==> src/rtl/cfg_serial_master.sv <==
// Bit-serial configuration bus transmitter: latches a word and register index,
// then shifts the word LSB-first under a select frame with per-register strobes.
module cfg_serial_master #(
  parameter int CFG_WIDTH = 32,
  parameter int NUM_REGS  = 4,
  parameter int ADDR_W    = 2,
  parameter int SETUP_CYC = 2,
  parameter int HIGH_CYC  = 2,
  parameter int HOLD_CYC  = 2,
  parameter int GUARD_CYC = 2
) (
  input  logic                 ps_clk,
  input  logic                 rst,
  input  logic [CFG_WIDTH-1:0] cfg_data,
  input  logic [ADDR_W-1:0]    cfg_addr,
  input  logic                 cfg_valid,
  output logic                 cfg_ready,
  output logic                 sdata,
  output logic [NUM_REGS-1:0]  reg_clk,
  output logic                 select_out,
  output logic                 busy,
  output logic                 done,
  output logic                 err
);

  localparam int MAX_SH  = (SETUP_CYC > HIGH_CYC) ? SETUP_CYC : HIGH_CYC;
  localparam int MAX_HG  = (HOLD_CYC > GUARD_CYC) ? HOLD_CYC : GUARD_CYC;
  localparam int MAX_CYC = (MAX_SH > MAX_HG) ? MAX_SH : MAX_HG;
  localparam int PH_W    = (MAX_CYC > 1) ? $clog2(MAX_CYC) : 1;
  localparam int BIT_W   = (CFG_WIDTH > 1) ? $clog2(CFG_WIDTH) : 1;

  localparam logic [BIT_W-1:0]  LAST_BIT   = BIT_W'(CFG_WIDTH - 1);
  localparam logic [ADDR_W:0]   NUM_REGS_W = (ADDR_W + 1)'(NUM_REGS);

  typedef enum logic [2:0] {
    S_IDLE, S_LEAD, S_SETUP, S_HIGH, S_LOW, S_TRAIL, S_DONE
  } state_e;

  state_e               state_q, state_d;
  logic [PH_W-1:0]      ph_q, ph_d;
  logic [BIT_W-1:0]     bit_q, bit_d;
  logic [CFG_WIDTH-1:0] data_q, data_d;
  logic [ADDR_W-1:0]    addr_q, addr_d;
  logic                 cfg_ready_q, cfg_ready_d;
  logic                 sdata_q, sdata_d;
  logic [NUM_REGS-1:0]  reg_clk_q, reg_clk_d;
  logic                 select_q, select_d;
  logic                 busy_q, busy_d;
  logic                 done_q, done_d;
  logic                 err_q, err_d;

  always_comb begin
    state_d = state_q;
    ph_d    = (ph_q == '0) ? '0 : ph_q - 1'b1;
    bit_d   = bit_q;
    data_d  = data_q;
    addr_d  = addr_q;
    err_d   = 1'b0;

    case (state_q)
      S_IDLE: begin
        if (cfg_valid && cfg_ready_q) begin
          if ({1'b0, cfg_addr} >= NUM_REGS_W) begin
            err_d = 1'b1;
          end else begin
            data_d  = cfg_data;
            addr_d  = cfg_addr;
            bit_d   = '0;
            ph_d    = PH_W'(GUARD_CYC - 1);
            state_d = S_LEAD;
          end
        end
      end
      S_LEAD: if (ph_q == '0) begin
        ph_d    = PH_W'(SETUP_CYC - 1);
        state_d = S_SETUP;
      end
      S_SETUP: if (ph_q == '0) begin
        ph_d    = PH_W'(HIGH_CYC - 1);
        state_d = S_HIGH;
      end
      S_HIGH: if (ph_q == '0) begin
        ph_d    = PH_W'(HOLD_CYC - 1);
        state_d = S_LOW;
      end
      S_LOW: if (ph_q == '0) begin
        if (bit_q == LAST_BIT) begin
          ph_d    = PH_W'(GUARD_CYC - 1);
          state_d = S_TRAIL;
        end else begin
          // The word shifts right per bit so the outgoing bit is always data[0].
          bit_d   = bit_q + 1'b1;
          data_d  = data_q >> 1;
          ph_d    = PH_W'(SETUP_CYC - 1);
          state_d = S_SETUP;
        end
      end
      S_TRAIL: if (ph_q == '0) state_d = S_DONE;
      S_DONE:  state_d = S_IDLE;
      default: state_d = S_IDLE;
    endcase

    // Outputs are decoded from the next state so they register in step with it.
    cfg_ready_d = (state_d == S_IDLE);
    select_d    = (state_d inside {S_LEAD, S_SETUP, S_HIGH, S_LOW, S_TRAIL});
    busy_d      = (state_d != S_IDLE);
    done_d      = (state_d == S_DONE);
    sdata_d     = (state_d inside {S_SETUP, S_HIGH, S_LOW}) && data_d[0];
    reg_clk_d   = '0;
    for (int unsigned i = 0; i < NUM_REGS; i++) begin
      reg_clk_d[i] = (state_d == S_HIGH) && (addr_d == ADDR_W'(i));
    end
  end

  always_ff @(posedge ps_clk) begin
    if (!rst) begin
      state_q     <= S_IDLE;
      ph_q        <= '0;
      bit_q       <= '0;
      data_q      <= '0;
      addr_q      <= '0;
      cfg_ready_q <= 1'b1;
      sdata_q     <= 1'b0;
      reg_clk_q   <= '0;
      select_q    <= 1'b0;
      busy_q      <= 1'b0;
      done_q      <= 1'b0;
      err_q       <= 1'b0;
    end else begin
      state_q     <= state_d;
      ph_q        <= ph_d;
      bit_q       <= bit_d;
      data_q      <= data_d;
      addr_q      <= addr_d;
      cfg_ready_q <= cfg_ready_d;
      sdata_q     <= sdata_d;
      reg_clk_q   <= reg_clk_d;
      select_q    <= select_d;
      busy_q      <= busy_d;
      done_q      <= done_d;
      err_q       <= err_d;
    end
  end

  assign cfg_ready  = cfg_ready_q;
  assign sdata      = sdata_q;
  assign reg_clk    = reg_clk_q;
  assign select_out = select_q;
  assign busy       = busy_q;
  assign done       = done_q;
  assign err        = err_q;

endmodule

==> config.mk <==
export PLATFORM = sky130hd
export DESIGN_NAME = cfg_serial_master
export DESIGN_NICKNAME = d
export VERILOG_FILES = /design/src/rtl/cfg_serial_master.sv
export SDC_FILE = /design/constraint.sdc
export NUM_CORES = 1
export LEC_CHECK = 0
export ABC_CLOCK_PERIOD_IN_PS = 4460
export CORE_ASPECT_RATIO = 0.8
export CORE_MARGIN = 1.5
export CORE_UTILIZATION = 52
export CTS_CLUSTER_DIAMETER = 60
export CTS_CLUSTER_SIZE = 14
export DETAILED_ROUTE_END_ITERATION = 8
export PLACE_DENSITY = 0.88
export SETUP_SLACK_MARGIN = 0.05
export SLEW_MARGIN = 20
export SYNTH_ARGS = -nofsm -noshare
export SYNTH_HDL_FRONTEND = slang
export SYNTH_SLANG_ARGS = --single-unit
==> constraint.sdc <==
create_clock -name ps_clk -period 4.46 [get_ports ps_clk]
set_input_delay 1.338 -clock ps_clk [delete_from_list [all_inputs] [get_ports ps_clk]]
set_output_delay 1.338 -clock ps_clk [all_outputs]
set_load 0.02 [all_outputs]
# Word-level counts from Yosys, hierarchy flattened
# Index checks and enable logic that the tools add are counted.
# totals
elab_cells,69
output_inout_bits,10
regBits,52
in_bits,37
# op_classes
n_addsub,2
reduce_logical,15
muxes,22
eq_ne,18
# ops
op,n
2-to-1 mux 32 bit,3
case mux 32 bit (2 select lines),1
2-to-1 mux 3 bit,7
case mux 3 bit (6 select lines),1
"equality test 3 bit, second input constant",5
2-to-1 mux 5 bit,3
"equality test 3 x 2 -> 1 bit, second input constant",4
case mux 5 bit (2 select lines),1
"equality test 3 x 1 -> 1 bit, second input constant",2
logical AND 1 bit,6
logical NOT 3 bit,2
"!= test 2 bit, second input constant",3
nonzero test 3 bit,2
"adder 5 x 1 -> 5 bit, second input constant",1
"equality test 5 bit, second input constant",1
nonzero test 5 bit,1
"equality test 2 bit, second input constant",2
2-to-1 mux 2 bit,2
AND reduction 4 bit,1
OR reduction 4 bit,1
2-to-1 mux 1 bit,3
"equality test 2 x 1 -> 1 bit, second input constant",1
logical NOT 2 bit,1
case mux 1 bit (2 select lines),1
2 further kinds,2

# Longest topological paths before layout
# Gate-level depths: netlist of run 1.
# logic_depth
ltp_word,7
depth_mapped,8
mapped_depth_nobuf,8

# Least setup slack after synthesis of run 1
# No wires, ideal clock.
# synth_path
path_kind,input to register
startpoint,in cfg_valid
endpoint,"reg select_q, in the netlist select_out"
path_slack_ns,1.998
required_time_ns,4.345
t_arrival_ns,2.347
cell_stages,5
n_path_buf,1
setup_time_ns,0.115
path_cell_list,and4b_1 -> buf_6 -> a21o_1 -> or3_1 -> and3_1
# synth_via
elab_chain_len,5
elab_cells_between_ends,9
classes_between,eq/ne: 5; mux: 2; reduce/logical: 2
# synth_rtl
element,line,text
start: declaration,16,"input logic cfg_valid,"
logical AND 1 bit *,62,if (cfg_valid && cfg_ready_q) begin
2-to-1 mux 3 bit *,62,
case mux 3 bit (6 select lines) *,60,case (state_q)
equality test 3 x 1 -> 1 bit (tied with other cells),105,"select_d = (state_d inside {S_LEAD, S_SETUP, S_HIGH, S_LOW, S_TRAIL});"
nonzero test 5 bit *,105,
end signal: assignment,138,select_q <= select_d;
end: declaration,47,"logic select_q, select_d;"
# Every way passes the cells marked *; elsewhere a longest branch is shown, timed or not.
# A chain may end at the register's enable or synchronous reset.

# Worst setup path in the final report of run 1
# layout_path
startpoint,in cfg_valid
endpoint,"reg reg_clk_q[0], in the netlist reg_clk[0]"
# layout_via
elab_chain_len,5
elab_cells_between_ends,8
classes_between,eq/ne: 1; mux: 4; reduce/logical: 3
# layout_rtl
element,line,text
logical AND 1 bit *,62,
2-to-1 mux 3 bit / 2-to-1 mux 2 bit (equally long branches),62,
case mux 3 bit (6 select lines) / 2-to-1 mux 2 bit (equally long branches),60,
equality test 3 x 2 -> 1 bit / logical NOT 2 bit (equally long branches),111,reg_clk_d[i] = (state_d == S_HIGH) && (addr_d == ADDR_W'(i));
logical AND 1 bit *,111,
end signal: assignment,137,reg_clk_q <= reg_clk_d;
end: declaration,46,"logic [NUM_REGS-1:0] reg_clk_q, reg_clk_d;"
# Marked as above.

==> results of run 1 <==
cells by family after synthesis:
logic type      Yosys count  share of synthesized area [%]
other cells               1                          0.172
flops                    52                           47.7
xor+xnor                  2                          0.802
mux                       3                           1.37
fa+ha+maj                 3                           1.72
compound gates           74                           25.0
buf+inv                  20                           4.52
simple gates             77                           18.7
worst max-delay path by stage:
stage               startpoint    endpoint  slack [ns]
floorplan            cfg_valid  select_out        2.00
global placement     cfg_valid  data_q[26]        1.26
detailed placement   cfg_valid  reg_clk[0]        1.21
CTS                  cfg_valid  reg_clk[0]        1.52
global route         cfg_valid  reg_clk[0]        1.37
finish               cfg_valid  reg_clk[0]        1.51
cell usage after synthesis, drive strengths merged:
cell type / instances / area (sq um)
nand3b: 2 / 15.0
a22oi: 32 / 240
o21a: 2 / 15.0
a21o: 1 / 7.51
nor2: 4 / 20.0
ha: 3 / 37.5
xor2: 2 / 17.5
a21oi: 2 / 10.0
nor3b: 5 / 37.5
nor2b: 7 / 43.8
dfxtp: 52 / 1040
or2: 1 / 6.26
conb: 1 / 3.75
mux2i: 3 / 30.0
nand4: 3 / 18.8
a221oi: 1 / 8.76
o31ai: 1 / 7.51
and3: 2 / 12.5
and2: 3 / 18.8
nor4b: 1 / 8.76
nand4b: 1 / 8.76
a21boi: 33 / 248
o21ai: 2 / 10.0
or3: 1 / 6.26
and4b: 1 / 10.0
nand2: 40 / 150
buf: 10 / 61.3
clkbuf: 8 / 30.0
inv: 2 / 7.51
nand2b: 1 / 6.26
nor3: 3 / 26.3
or3b: 2 / 20.0
metrics by stage:
| step | area (sq um) | cells | total power, mW | hold WS [ns] |
|---|---|---|---|---|
| 3_3_place_gp | 2640 | 318 | 1.10 | 0.450 |
| 2_1_floorplan | 2180 | 232 | 0.977 | 0.443 |
| 4_1_cts | 2730 | 326 | 1.39 | 0.468 |
| 6_report | 2730 | 326 | 1.39 | 0.465 |
| 5_1_grt | 2730 | 326 | 1.48 | 0.489 |
| 3_5_place_dp | 2640 | 318 | 1.11 | 0.456 |
power by group:
group | internal (mW) | switching (mW)
Clock | 0.127 | 0.151
Sequential | 0.566 | 0.0708
Combinational | 0.204 | 0.274
Total | 0.896 | 0.496
cell type report:
type / instances / area [sq um] / area share [%]
multi-input combinational: 160 / 1040 / 38.2
sequential: 52 / 1040 / 38.1
timing repair buffer: 49 / 480 / 17.6
clock buffer: 8 / 90.1 / 3.30
tap: 55 / 68.8 / 2.52
inverter: 2 / 7.51 / 0.275
metal layers:
layer | vias up | GRT usage, %
li1 | 894 | -
met1 | 851 | 31.0
met2 | 63 | 31.3
met3 | 4 | 5.98
met4 | 0 | 5.36
met5 | - | 0
worst max-delay path, stage by stage:
cell,delay (ns)
clkdlybuf4s50_1,0.48
and4b_1,0.25
buf_4,0.37
mux2i_1,0.41
nand2_1,0.09
nor4b_1,0.23
state kept, by name (all words and copies together) (netlist names):
signal      count
bit_q           5
busy            1
reg_clk         4
done            1
select_out      1
addr_q          2
state_q         3
data_q         32
sdata           1
ph_q            1
cfg_ready       1
==> qor.yml, run 1 <==
status: "finished clean"
htree_levels: 2
cts_hold_buf: 0
fill_cells: 311
synthCells: 232
finalCritPeriodShare_pct: 66.2
ir_drop_v: 0.000240
final_common_cell: "dfxtp_1"
hpwlAfterDp_microns: 2990
die_area_sq_um: 4600
via_per_inst: 5.56
min_from: "data_q[23]"
rows: 20
insertion_delay_ns: 0.31
finalSetupViolations: 0
critical_path_arrival_ns: 3.17
maxSlewHeadroom_pct: 49.9
cts_tree: "done"
drive_gt1_share_pct: 5.90
fin_crit_ns: 2.95
max_clock_freq_ghz: 0.339
p_leak_nw: 0.981
rsz0062_at_grt: "false"
cp-end-kind: "flop"
setup_ws_ns: 1.51
die_w_microns: 75.5
r2r_start: "bit_q[0]"
ant_nets: 0
required_ns: 4.68
cts_buffer_depth: 2
tightest_slew_ns: 0.751
ff2ff_path_depth: 9
coreArea_sq_um: 3900
gp_congestion: 0.736
fp.dieH_microns: 61.0
cts_setup_buffers: 0
startpoint_type: "input pin"
cp_max_fo: 36
drtIter0Drc: 200
avgRoutedWirePerCell_microns: 13.9
syn_area_sq_um: 2180
grt_antenna_before_repair: 0
initial_utilization_pct: 56.0
final_cell_mix: "dfxtp_1, clkdlybuf4s50_1, nand2_1"
overflow: 0
rrSetupSlack_ns: 1.78
met3_length_microns: 241
synth_area_per_cell_sq_um: 9.42
drc: 0
route.vias.total: 1812
yosysWarningCount: 0
ys_types: 38
root_buffer: "clkbuf_8"
postLayoutCoreUtil_pct: 70.0
area_growth_pct: 25.1
ys_seq_area_share_pct: 47.7
wl_met2_microns: 2000
grt_pass1_vias: 1547
wl_met1_microns: 2250
syn_nets: 272
grtUsageTotal_pct: 21.3
power.density_nw_per_um2: 509
io_pins: 47
fin_setup_tns_ns: 0
ys_seq_elements: 52
cap_violations: 0
drt_first_pass_iters: 5
routed_wl_microns: 4530
top_layer_used: "met4"
min_path_cells: 2
cts_sinks: 52
cts_made_buffers: 5
path_clk_slew_ns: 0.09
crit_type: "input pin to flop"
slew_viol_final: 0
reg2reg_to: "data_q[21]"
antenna_cells_inserted: 0
skew_ns: 0.00487
grt_pass1_wl_microns: 7250
port-buffer-count: 45
hold_class: "flop to flop"
post-place-ws_ns: 1.21
ctsResizeCount: 0
nNetsFinal: 310
grt_max_degree: 37
finalHoldViolations: 0
hold_end: "data_q[23]"
Note: power is estimated with default switching activity, not from simulation.
==> inputs of run 2 (changes only) <==
ABC_CLOCK_PERIOD_IN_PS = 2740   (was 4460)
CORE_UTILIZATION = 50   (was 52)
PLACE_DENSITY = 0.85   (was 0.88)
clock period = 2.74 ns   (was 4.46 ns; I/O delays follow)
==> run 2 against run 1 <==
Clock skew increased by 0.0055 ns. Power grew 78%. Via count fell by 3.2%. First-iteration DRC count fell by 36%. Routed wire length shrank 1.7%. Sequential power increased by 62%. Critical endpoint is now select_out. Clock power rose by 130%. Final cell count grew 2.5%. Non-clock buffer count is 6 higher. Global-route usage down 1.9 points. Largest cell class unchanged. Sequential cell count unchanged.
==> qor.yml, run 2 (synthesized netlist as in run 1, its figures left out) <==
status: "finished clean"
area_growth_pct: 29.4
root_buffer: "clkbuf_8"
drtIter0Drc: 128  # -36%
route.vias.total: 1754  # -3.2%
drc: 0  # unchanged
cp_max_fo: 7  # -81%
grtUsageTotal_pct: 19.4  # -1.9 points
ir_drop_v: 0.000550  # +130%
largest_register: "data_q"
place_area_sq_um: 2690  # +1.8%
clockPowerShare_pct: 25.3  # +5.3 points
cts_hold_buf: 0  # unchanged
ff2ff_path_depth: 8  # -1
rsz0062_at_grt: "false"
largest_register_ffs: 32  # unchanged
htree_levels: 2  # unchanged
cts_setup_buffers: 0  # unchanged
required_ns: 2.95  # -1.73 ns
hold_class: "flop to flop"
io_pins: 47  # unchanged
hpwlAfterDp_microns: 3140  # +5.0%
tightest_slew_ns: 0.575  # -0.176 ns
nNetsFinal: 316  # +1.9%
initial_utilization_pct: 52.3  # -3.7 points
ant_nets: 0  # unchanged
final_common_cell: "dfxtp_1"
hold_end: "data_q[27]"
internal_power_mw: 1.65  # +84%
die_w_microns: 76.9  # +1.9%
grt_max_degree: 31  # -16%
grt_pass1_vias: 1672  # +8.1%
fin_crit_ns: 2.17
cts_tree: "done"
cp-end-kind: "flop"
rrSetupSlack_ns: 0.57  # -1.21 ns
avgRoutedWirePerCell_microns: 13.3  # -4.1%
fp.dieH_microns: 62.1  # +1.9%
coreArea_sq_um: 4180  # +7.0%
antenna_cells_inserted: 0  # unchanged
via_per_inst: 5.25  # -5.5%
final_cells: 334  # +2.5%
reg2reg_to: "reg_clk[0]"
max_clock_freq_ghz: 0.462
grt_antenna_before_repair: 0  # unchanged
min_path_cells: 2  # unchanged
drive_gt1_share_pct: 8.66  # +2.8 points
critical_path_arrival_ns: 2.38  # -0.79 ns
crit_type: "input pin to flop"
insertion_delay_ns: 0.31  # about the same
swShare_pct: 33.3  # -2.3 points
gp_congestion: 0.879  # +19%
fill_cells: 333  # +7.1%
fin_setup_tns_ns: 0  # unchanged
drt_first_pass_iters: 4  # -1
rows: 21  # +5.0%
switchingPower_mw: 0.826  # +67%
cts_sinks: 52  # unchanged
dp.cells: 326  # +2.5%
min_from: "data_q[27]"
hold_ws_ns: 0.468  # +0.00271 ns
share_seq_of_total_power_pct: 41.7  # -4.0 points
finalSetupViolations: 0  # unchanged
power.density_nw_per_um2: 877  # +72%
finalHoldViolations: 0  # unchanged
grt_pass1_wl_microns: 7420  # +2.3%
ctsResizeCount: 0  # unchanged
die_area_sq_um: 4780  # +3.8%
multi_input_area_sq_um: 1040  # unchanged
slew_viol_final: 0  # unchanged
regArea_sq_um: 1040  # unchanged
fin_area_sq_um: 2830  # +3.5%
r2r_start: "bit_q[0]"
routed_wl_microns: 4450  # -1.7%
cts_made_buffers: 5  # unchanged
p_leak_nw: 1.03  # +5.3%
power.share.combinational_pct: 33.0  # -1.3 points
overflow: 0  # unchanged
finalCritPeriodShare_pct: 79.0
port-buffer-count: 45  # unchanged
cap_violations: 0  # unchanged
path_clk_slew_ns: 0.10  # about the same
maxSlewHeadroom_pct: 61.4  # +11 points
postLayoutCoreUtil_pct: 67.7  # -2.3 points
startpoint_type: "input pin"
final_cell_mix: "dfxtp_1, clkdlybuf4s50_1, nand2_1"
cts_buffer_depth: 2  # unchanged
skew_ns: 0.0104  # +0.00552 ns
## run 2: changes by cell type in the layout (fill, tap and decap cells not counted)
cell	previous run	this run
buf_4	4	10
bufinv_16	0	2
clkbuf_1	2	0
clkbuf_8	6	5
inv_6	0	1
## run 2: layout make-up
class | count | share of cell area, %
clock buffers | 5 | 2.43
well taps | 57 | 2.52
repair buffers | 55 | 18.6
clock inverters | 3 | 2.43
flip-flops and latches | 52 | 36.8
multi-input cells | 160 | 36.9
inverters | 2 | 0.265
## run 2: worst max-delay path by stage
stage	startpoint	end	slack [ns]
final	cfg_valid	select_out	0.57
after global routing	bit_q[0]	reg_clk[0]	0.37
after CTS	cfg_valid	select_out	0.56
after detailed placement	cfg_valid	select_out	0.23
after global placement	cfg_valid	select_out	0.32
after floorplan	cfg_valid	select_out	0.79
## run 2: per-stage QoR
| step | power, mW | setup slack (ns) |
|---|---|---|
| after detailed placement | 1.87 | 0.233 |
| final | 2.48 | 0.574 |
| after global placement | 1.83 | 0.317 |
| after floorplan | 1.59 | 0.794 |
| after global routing | 2.64 | 0.372 |
| after CTS | 2.49 | 0.561 |
## run 2: worst max-delay path, stage by stage
cell and delay, ns:
clkdlybuf4s50_1 0.41, and4b_1 0.31, a21o_1 0.25, or3_1 0.40, and3_1 0.18
## run 2: routing by layer
metal,vias up,global-route usage (%),wire [microns]
met5,-,0,0
met4,0,6.48,102
met3,10,6.76,198
met2,40,31.6,2040
met1,796,23.9,2110
li1,908,-,-
## run 2: power groups by stage
| stage | Clock (mW) | Combinational (mW) | Sequential [mW] |
|---|---|---|---|
| 2_1_floorplan | 0 | 0.551 | 1.04 |
| 3_3_place_gp | 0 | 0.788 | 1.04 |
| 3_5_place_dp | 0 | 0.817 | 1.05 |
| 4_1_cts | 0.636 | 0.821 | 1.03 |
| 5_1_grt | 0.677 | 0.904 | 1.06 |
| 6_report | 0.627 | 0.818 | 1.03 |
==> inputs of run 3 (changes only) <==
ABC_CLOCK_PERIOD_IN_PS = 1800   (was 2740)
CORE_UTILIZATION = 45   (was 50)
PLACE_DENSITY = 0.81   (was 0.85)
clock period = 1.8 ns   (was 2.74 ns; I/O delays follow)
==> run 3 against run 2 <==
The run now ends with setup timing left. Clock skew is 0.0033 ns higher. Final cell count is 8.1% higher. Via count is 10% higher. Power is 64% higher. Clock power is 9.4% higher. First-iteration DRC count is 6.3% higher. Die area is 11% higher. Clock-buffer cell count stayed put. Combinational power is 120% higher. Worst setup slack worse by 0.64 ns. Worst hold slack worse by 0.013 ns. Critical path type is now flop to flop.
==> qor.yml, run 3 (synthesized netlist as in run 1, its figures left out) <==
critical_path_arrival_ns: 2.08  # -0.30 ns
dp.cells: 341  # +4.6%
cp_slowest_cell: "dfxtp_2"
hold_class: "flop to flop"
fin_area_sq_um: 3230  # +14%
drive_gt1_share_pct: 25.2  # +17 points
nNetsFinal: 340  # +7.6%
grtUsageTotal_pct: 19.2  # -0.20 points
place_area_sq_um: 2840  # +5.6%
cts_sinks: 52  # unchanged
internal_power_mw: 2.62  # +58%
grt_antenna_before_repair: 0  # unchanged
grt_pass1_wl_microns: 7920  # +6.8%
slew_viol_final: 0  # unchanged
share_seq_of_total_power_pct: 39.3  # -2.4 points
switchingPower_mw: 1.45  # +75%
rsz0062_at_grt: "true"
required_ns: 2.01  # -0.94 ns
rows: 22  # +4.8%
cts_buffer_depth: 2  # unchanged
swShare_pct: 35.6  # +2.3 points
drc: 0  # unchanged
area_growth_pct: 47.8
cp-end-kind: "flop"
largest_register_ffs: 32  # unchanged
antenna_cells_inserted: 0  # unchanged
postLayoutCoreUtil_pct: 69.8  # +2.1 points
fin_crit_ns: 1.86
insertion_delay_ns: 0.31  # about the same
gp_congestion: 0.811  # -7.7%
fill_cells: 350  # +5.1%
drtIter0Drc: 136  # +6.3%
ir_drop_v: 0.000704  # +28%
p_leak_nw: 1.22  # +19%
status: "complete, but fails checks"
violations: "setup timing"
crit_family: "simple AND/OR/NAND/NOR gates"
port-buffer-count: 45  # unchanged
cts_made_buffers: 5  # unchanged
routed_wl_microns: 5250  # +18%
final_common_cell: "dfxtp_1"
clockPowerShare_pct: 16.9  # -8.4 points
route.vias.total: 1931  # +10%
cp_max_fo: 3  # -4
power.density_nw_per_um2: 1260  # +44%
final_cell_mix: "dfxtp_1, nand2_1, clkdlybuf4s50_1"
final_cells: 361  # +8.1%
hpwlAfterDp_microns: 3240  # +3.4%
finalHoldViolations: 0  # unchanged
fp.dieH_microns: 65.3  # +5.2%
slowest_delay_ns: 0.37  # -0.04 ns
setup_ws_ns: -0.0647  # -0.639 ns
htree_levels: 2  # unchanged
drt_first_pass_iters: 4  # unchanged
finalCritPeriodShare_pct: 104
via_per_inst: 5.35  # +1.9%
die_w_microns: 80.9  # +5.2%
initial_utilization_pct: 47.2  # -5.1 points
overflow: 0  # unchanged
largest_register: "data_q"
grt_pass1_vias: 1688  # +0.96%
hold_ws_ns: 0.455  # -0.0126 ns
avgRoutedWirePerCell_microns: 14.5  # +9.1%
die_area_sq_um: 5280  # +11%
skew_ns: 0.0137  # +0.00331 ns
path_clk_slew_ns: 0.10  # about the same
ant_nets: 0  # unchanged
cap_violations: 0  # unchanged
p_total_mw: 4.07  # +64%
worstPathCellList: "ha_4, and3_4, ha_4, inv_2, a21oi_2, o31ai_2, buf_4, or3_4, and3_4"
root_buffer: "clkbuf_8"
grt_max_degree: 33  # +6.5%
cts_tree: "done"
io_pins: 47  # unchanged
power.share.combinational_pct: 43.9  # +11 points
path_buf_inv: 2  # +1
crit_type: "flop to flop"
fin_setup_tns_ns: -0.160  # -0.160 ns
finalSetupViolations: 8  # +8
post-place-ws_ns: -0.313  # -0.546 ns
max_clock_freq_ghz: 0.536
coreArea_sq_um: 4620  # +11%
cts_hold_buf: 0  # unchanged
startpoint_type: "flop"
==> run 3: cell type report <==
class,instances,area [sq um],share of cell area (%)
repair buffers,79,796,24.7
multi-input cells,160,1210,37.4
clock inverters,3,26.3,0.814
flip-flops and latches,52,1050,32.4
well taps,60,75.1,2.33
clock buffers,5,68.8,2.13
inverters,2,7.51,0.233
==> run 3: repair_timing <==
action                                  CTS  global route
pin swaps                                 6            19
cloned                                    0             4
endpoints found under the setup margin   17            26
setup buffers                             2             6
gates resized for setup                  22            52
==> run 3: power by group through the flow <==
stage / Clock, mW / Combinational, mW / Sequential [mW]
4_1_cts: 0.706 / 1.52 / 1.57
3_5_place_dp: 0 / 1.42 / 1.59
6_report: 0.686 / 1.78 / 1.60
3_3_place_gp: 0 / 1.38 / 1.59
2_1_floorplan: 0 / 0.853 / 1.58
5_1_grt: 0.759 / 1.94 / 1.63
==> run 3: worst paths after layout <==
path              startpoint         end  slack [ns]  depth (start not counted)
hold reg to reg    data_q[2]   data_q[2]        0.46                          2
setup reg to reg    bit_q[1]  select_out       -0.06                          9
hold / removal     data_q[2]   data_q[2]        0.46                          2
setup / recovery    bit_q[1]  select_out       -0.06                          9
==> run 3: worst reg2reg max path, delay by kind of cell, from the launching register on <==
family                   cells  cell delay, ns
AO/OA/AOI/OAI                2            0.22
flip-flops                   1            0.37
buffers and inverters        2            0.19
adder cells (fa/ha/maj)      2            0.27
AND/OR/NAND/NOR              3            0.71
==> run 3: metal layers <==
| metal | up-vias | wire length, microns | share of wire [%] | GRT usage, % |
|---|---|---|---|---|
| li1 | 963 | - | - | - |
| met1 | 918 | 2510 | 48 | 27.9 |
| met2 | 48 | 2510 | 48 | 29.3 |
| met3 | 2 | 224 | 4.3 | 4.58 |
| met4 | 0 | 6 | 0.11 | 3.23 |
| met5 | - | 0 | 0 | 0 |
